[src/rtl/debounce_pkg.sv]
// Shared defaults and counter sizing for the multi-channel switch debouncer.
// Pure declarations: no latency, no backpressure.
package debounce_pkg;
   localparam int   DEF_N_CH         = 4;
   localparam int   DEF_TICK_DIV     = 50000;
   localparam int   DEF_STABLE_TICKS = 10;
   localparam logic DEF_INIT_LEVEL   = 1'b1;

   // Width that holds 0..stable so the count never needs to wrap.
   function automatic int cnt_width(input int stable);
      return (stable < 1) ? 1 : $clog2(stable + 1);
   endfunction
endpackage

[src/rtl/debounce_channel.sv]
// One debounced input: 2-flop sync, stability counter, registered level and edge pulses.
// Accepts a new level after STABLE_TICKS mismatching ticks; no backpressure, pulses are fire-and-forget.
module debounce_channel
   import debounce_pkg::*;
#(
   parameter int   STABLE_TICKS = DEF_STABLE_TICKS,
   parameter logic INIT_LEVEL   = DEF_INIT_LEVEL
) (
   input  logic clk_i,
   input  logic rst_n_i,
   input  logic tick_i,
   input  logic raw_i,
   output logic data_o,
   output logic rise_o,
   output logic fall_o
);
   localparam int            CW   = cnt_width(STABLE_TICKS);
   localparam logic [CW-1:0] LAST = CW'(STABLE_TICKS - 1);

   logic          sync1_q, sync2_q;
   logic [CW-1:0] cnt_q, cnt_d;
   logic          data_q, data_d;
   logic          rise_q, rise_d;
   logic          fall_q, fall_d;

   always_comb begin
      cnt_d  = cnt_q;
      data_d = data_q;
      rise_d = 1'b0;
      fall_d = 1'b0;
      // Any matching sample, tick or not, abandons the pending change.
      if (sync2_q == data_q) begin
         cnt_d = '0;
      end else if (tick_i) begin
         if (cnt_q == LAST) begin
            data_d = ~data_q;
            cnt_d  = '0;
            rise_d = ~data_q;
            fall_d = data_q;
         end else begin
            cnt_d = cnt_q + CW'(1);
         end
      end
   end

   always_ff @(posedge clk_i or negedge rst_n_i) begin
      if (!rst_n_i) begin
         sync1_q <= INIT_LEVEL;
         sync2_q <= INIT_LEVEL;
         cnt_q   <= '0;
         data_q  <= INIT_LEVEL;
         rise_q  <= 1'b0;
         fall_q  <= 1'b0;
      end else begin
         sync1_q <= raw_i;
         sync2_q <= sync1_q;
         cnt_q   <= cnt_d;
         data_q  <= data_d;
         rise_q  <= rise_d;
         fall_q  <= fall_d;
      end
   end

   assign data_o = data_q;
   assign rise_o = rise_q;
   assign fall_o = fall_q;
endmodule

[src/rtl/multi_debouncer.sv]
// N_CH independent debouncers sharing one sample-tick prescaler; o_Any flags any edge this clock.
// Accept latency 2 sync clocks + (STABLE_TICKS-1)*TICK_DIV+1 .. STABLE_TICKS*TICK_DIV clocks; no backpressure.
module multi_debouncer
   import debounce_pkg::*;
#(
   parameter int   N_CH         = DEF_N_CH,
   parameter int   TICK_DIV     = DEF_TICK_DIV,
   parameter int   STABLE_TICKS = DEF_STABLE_TICKS,
   parameter logic INIT_LEVEL   = DEF_INIT_LEVEL
) (
   input  logic            i_CLK,
   input  logic            i_RST_n,
   input  logic [N_CH-1:0] i_Data,
   output logic [N_CH-1:0] o_Data,
   output logic [N_CH-1:0] o_Rise,
   output logic [N_CH-1:0] o_Fall,
   output logic            o_Any
);
   localparam int PW = (TICK_DIV > 2) ? $clog2(TICK_DIV) : 1;

   logic [PW-1:0] pre_q, pre_d;
   logic          tick;

   assign tick  = (pre_q == PW'(TICK_DIV - 1));
   assign pre_d = tick ? '0 : pre_q + PW'(1);

   always_ff @(posedge i_CLK or negedge i_RST_n) begin
      if (!i_RST_n) pre_q <= '0;
      else          pre_q <= pre_d;
   end

   for (genvar k = 0; k < N_CH; k++) begin : g_ch
      debounce_channel #(
         .STABLE_TICKS (STABLE_TICKS),
         .INIT_LEVEL   (INIT_LEVEL)
      ) u_ch (
         .clk_i   (i_CLK),
         .rst_n_i (i_RST_n),
         .tick_i  (tick),
         .raw_i   (i_Data[k]),
         .data_o  (o_Data[k]),
         .rise_o  (o_Rise[k]),
         .fall_o  (o_Fall[k])
      );
   end

   assign o_Any = |(o_Rise | o_Fall);
endmodule

[config.mk]
export PLATFORM = sky130hd
export DESIGN_NAME = multi_debouncer
export DESIGN_NICKNAME = d
export VERILOG_FILES = /design/src/rtl/debounce_pkg.sv /design/src/rtl/debounce_channel.sv /design/src/rtl/multi_debouncer.sv
export SDC_FILE = /design/constraint.sdc
export NUM_CORES = 1
export LEC_CHECK = 0
export CORE_MARGIN = 4
export CORE_UTILIZATION = 45
export CTS_BUF_LIST = sky130_fd_sc_hd__clkbuf_16
export DETAILED_ROUTE_END_ITERATION = 10
export PLACE_DENSITY = 0.61
export SLEW_MARGIN = 10
export SYNTH_ARGS = -nofsm -noshare
export SYNTH_HDL_FRONTEND = slang
export SYNTH_SLANG_ARGS = --single-unit
[constraint.sdc]
create_clock -name i_CLK -period 2.3 [get_ports i_CLK]
set_input_delay 0.23 -clock i_CLK [delete_from_list [all_inputs] [get_ports i_CLK]]
set_output_delay 0.23 -clock i_CLK [all_outputs]
set_load 0.005 [all_outputs]
==> run summary <==
After detailed placement, the design holds a cell count of 292. Sorting the synthesized cells by area gives the leading types as sky130_fd_sc_hd__dfrtp_1 (41%), sky130_fd_sc_hd__dfstp_2 (13%), sky130_fd_sc_hd__ha_1 (4.7%). Fill cells in the final layout number 471. Summed over all layers, the global routing overflow is 0.

The count of placed standard cells in the final layout, fillers left out was 301. IR analysis of the VDD net gives a maximum drop of 0.3653 mV. Setup repair after global routing left no endpoint under its margin. The design draws 1.784 mW.

At the worst endpoint, the arrival time is 2.18 ns. The critical path data required time was 2.52 ns. The most used flip-flop cell after synthesis is sky130_fd_sc_hd__dfrtp_1.

Hold violation total from the final report: 0. The run finished with clean final reports. The run gives 0 as the setup fix buffers added after clock tree synthesis. The clock latency of the later-clocked register in the worst-skew pair was 0.29 ns.

Among all stages on the critical path, the largest delay is contributed by sky130_fd_sc_hd__or4_1. In this run the worst setup path begins at pre_q[0]. The run gives 2773 sq um as the final non-filler cell area.

For the number of antenna violations at the first check in global routing, the log shows 0. The logs give 0 for the post-cts gate resize count and 0 for the final count of pins violating max slew. Following the worst setup path forward leads to its endpoint at g_ch[3].u_ch.cnt_q[2]. The cell count after synthesis was 215.

The cell type group with the largest total delay on the critical path is simple AND/OR/NAND/NOR gates. Hold timing on the final database bottoms out at a slack of 0.3435 ns. After synthesis the cells add up to 2417 sq um.

The post-synth net total was 230; the flip-flop and latch count after synthesis was 52. The number of buffer and inverter stages on the critical path is 1, and the peak clock frequency supported by timing is 0.5081 GHz. Slew at the pin with the worst max-slew slack: 0.5528 ns. 0 antenna diodes ended up in the layout. The top-level port count was 19.

After detailed routing, the average wire length per cell comes to 13.14 um. The row count was 26; the core area was 5172 sq um. After clock tree synthesis, the clock-pin slew on the worst setup and hold paths is 0.06 ns. After synthesis, the netlist uses 31 different library cells. The worst register-to-register path ends at g_ch[3].u_ch.cnt_q[2]. The final sum of negative setup slack is 0 ns, and the instance count on the critical path is 6. For the static leakage, the log shows 1.158 nW. Number of nets in the final layout: 245. TritonCTS created 5 clock buffers. The proportion of layout cells with a drive suffix above 1 was 0.1558. The effective utilization at floorplan was 0.4673; the global-route wire length before repair was 6.817 mm. For the total global routing track utilization, the log shows 0.1378. On the worst path, the slowest cell contributes a delay of 0.47 ns.

For the final database, setup skew stands at 0.003872 ns. STA classifies the critical path startpoint as a flop. The clock drives 52 sinks. The number of cells traversed by the worst register-to-register path was 6. Summed over all instances, the cell type with the most area after synthesis is sky130_fd_sc_hd__dfrtp_1. The die is 81.29 um tall. In this run the worst hold path is classified as in2reg.

The post-route fraction of the period consumed by the critical path is 0.8557. Kind of capture point of the worst setup path: a flop. Leaving out fill and tap cells, the most frequent cells in the layout are sky130_fd_sc_hd__dfrtp_1 (40), sky130_fd_sc_hd__nand2_1 (18), sky130_fd_sc_hd__clkdlybuf4s50_1 (17). From left edge to right edge, the die measures 81.29 um. TritonCTS built the clock tree. The library cell used most frequently in the layout, excluding fill and tap cells, is sky130_fd_sc_hd__dfrtp_1.

The worst path needs 1.968 ns of the cycle, external delays included. The area growth from synthesis to layout was 14.70%; the number of vias in the routed layout was 1538. The worst register-to-register path begins at pre_q[0]. The DRC violation count after routing is 0. Once detail routing completed, the nets flagged for antenna violations numbered 0.

The H-tree generated during clock tree synthesis spans 2 levels. The area of placed instances was 2600 sq um. Max-cap violations in this run came to 0. Once detailed placement completed, the half-perimeter wirelength came to 2.783 mm.

The detailed-routing iteration count for the pre-antenna-repair pass was 4; the average via count per standard cell was 5.110. The count of synthesis-stage warnings from yosys is 0. Walking the worst path, the cells encountered are ha_1 > and3_1 > nand4_2 > buf_4 > or4_1 > a21oi_1. The maximum fanout encountered on the critical timing path is 18.

The final wirelength came out at 3.956 mm. The number of buffers on the longest clock path was 2; the count of buffers from port buffering was 18. Sequential fraction of the synthesis area: 0.5445. The area share of the leading cell type in the synthesized netlist works out to 0.4141. The number of flops mapped to enable cells by yosys works out to 0. The average instance in the mapped netlist occupies 11.24 sq um.

CTS placed an instance of sky130_fd_sc_hd__clkbuf_16 at the clock tree root. The normalized max-slew margin was 0.6315. The power density over the cells is 643.6 nW/um^2, and the number of global-route vias before repair is 1489.

The critical path is of the reg2reg type. The share of flip-flops with an asynchronous set or reset after synthesis was 1.000; the maximum number of pins on one net before global-route repair was 26. The weighted congestion at the end of routability-driven global placement was 0.7132.

The overall die area was 6608 sq um; the final-report setup violation count was 0. In this run, the number of DRC markers left after iteration 0 of detailed routing was 53. For flop-to-flop paths, the worst setup slack is 0.33 ns.
==> report_power, final <==
part           internal [mW]  leakage (nW)  switching, mW
logic                 0.0131         0.409         0.0226
clock network          0.506        0.0789          0.310
registers              0.928         0.670        0.00481
total                   1.45          1.16          0.338
==> cell type report <==
type                    count  area (sq um)  area share
multi-input cells         136         942.2      0.3398
clock inverters             3         37.54     0.01354
clock buffers               5         125.1     0.04513
flip-flops and latches     52          1316      0.4747
well taps                  70         87.58     0.03159
inverters                  11         41.29     0.01489
repair buffers             24         222.7     0.08033
==> through the flow <==
stage,setup WS [ns],util
after CTS,0.3193,0.5360
after global placement,0.3895,0.5027
after detailed placement,0.3167,0.5027
after floorplan,0.6447,-
after global routing,0.1379,0.5360
final,0.3319,0.5360
==> cell usage after synthesis, types with 5 or more instances <==
library cell / count
sky130_fd_sc_hd__a21oi_1: 12
sky130_fd_sc_hd__nor2_1: 15
sky130_fd_sc_hd__or3_1: 8
sky130_fd_sc_hd__nor4_1: 5
sky130_fd_sc_hd__xor2_1: 6
sky130_fd_sc_hd__buf_4: 13
sky130_fd_sc_hd__dfstp_2: 12
sky130_fd_sc_hd__dfrtp_1: 40
sky130_fd_sc_hd__nand2_1: 18
sky130_fd_sc_hd__nand3_1: 7
sky130_fd_sc_hd__xnor2_1: 12
sky130_fd_sc_hd__inv_1: 11
sky130_fd_sc_hd__nor3b_1: 8
sky130_fd_sc_hd__ha_1: 9
==> flip-flops by register name, indices dropped and copies added (netlist names) <==
| name | cells |
|---|---|
| g_ch.u_ch.sync1_q | 4 |
| g_ch.u_ch.cnt_q | 16 |
| g_ch.u_ch.data_o | 4 |
| g_ch.u_ch.rise_o | 4 |
| g_ch.u_ch.sync2_q | 4 |
| pre_q | 16 |
| g_ch.u_ch.fall_o | 4 |
==> worst min path at each step <==
| stage | startpoint | cells after the start | end | slack (ns) |
|---|---|---|---|---|
| global placement | i_RST_n | 1 | g_ch[3].u_ch.cnt_q[0] | 0.27 |
| floorplan | i_RST_n | 0 | g_ch[0].u_ch.cnt_q[0] | -0.07 |
| detailed placement | i_RST_n | 1 | g_ch[3].u_ch.cnt_q[0] | 0.26 |
| CTS | i_Data[2] | 1 | g_ch[2].u_ch.sync1_q | 0.34 |
| global route | i_Data[2] | 1 | g_ch[2].u_ch.sync1_q | 0.33 |
| finish | i_Data[2] | 1 | g_ch[2].u_ch.sync1_q | 0.34 |
==> layer usage <==
| layer | vias up | global-route usage | part of all wire |
|---|---|---|---|
| li1 | 774 | - | - |
| met1 | 736 | 0.1793 | 0.48 |
| met2 | 23 | 0.2101 | 0.47 |
| met3 | 5 | 0.04324 | 0.036 |
| met4 | 0 | 0.06081 | 0.019 |
| met5 | - | 0 | 0 |
==> cells by family (layout without fill, tap and decap cells) <==
family,count (synthesis),in the layout,synth area share
DFF,52,52,0.5445
muxes,4,4,0.01863
and+or+nand+nor,77,77,0.1827
buffers and inverters,27,43,0.06573
AOI/OAI and AO/OA,28,28,0.07660
xor gates and xnor gates,18,18,0.06522
adders and majority gates,9,9,0.04658
==> timing repair <==
action | 4_1_cts | 5_1_grt
endpoints found under the setup margin | 0 | 0
endpoints found under the hold margin | 23 | 0
hold buffers | 1 | 0
Power figures use the tool's default switching activity.
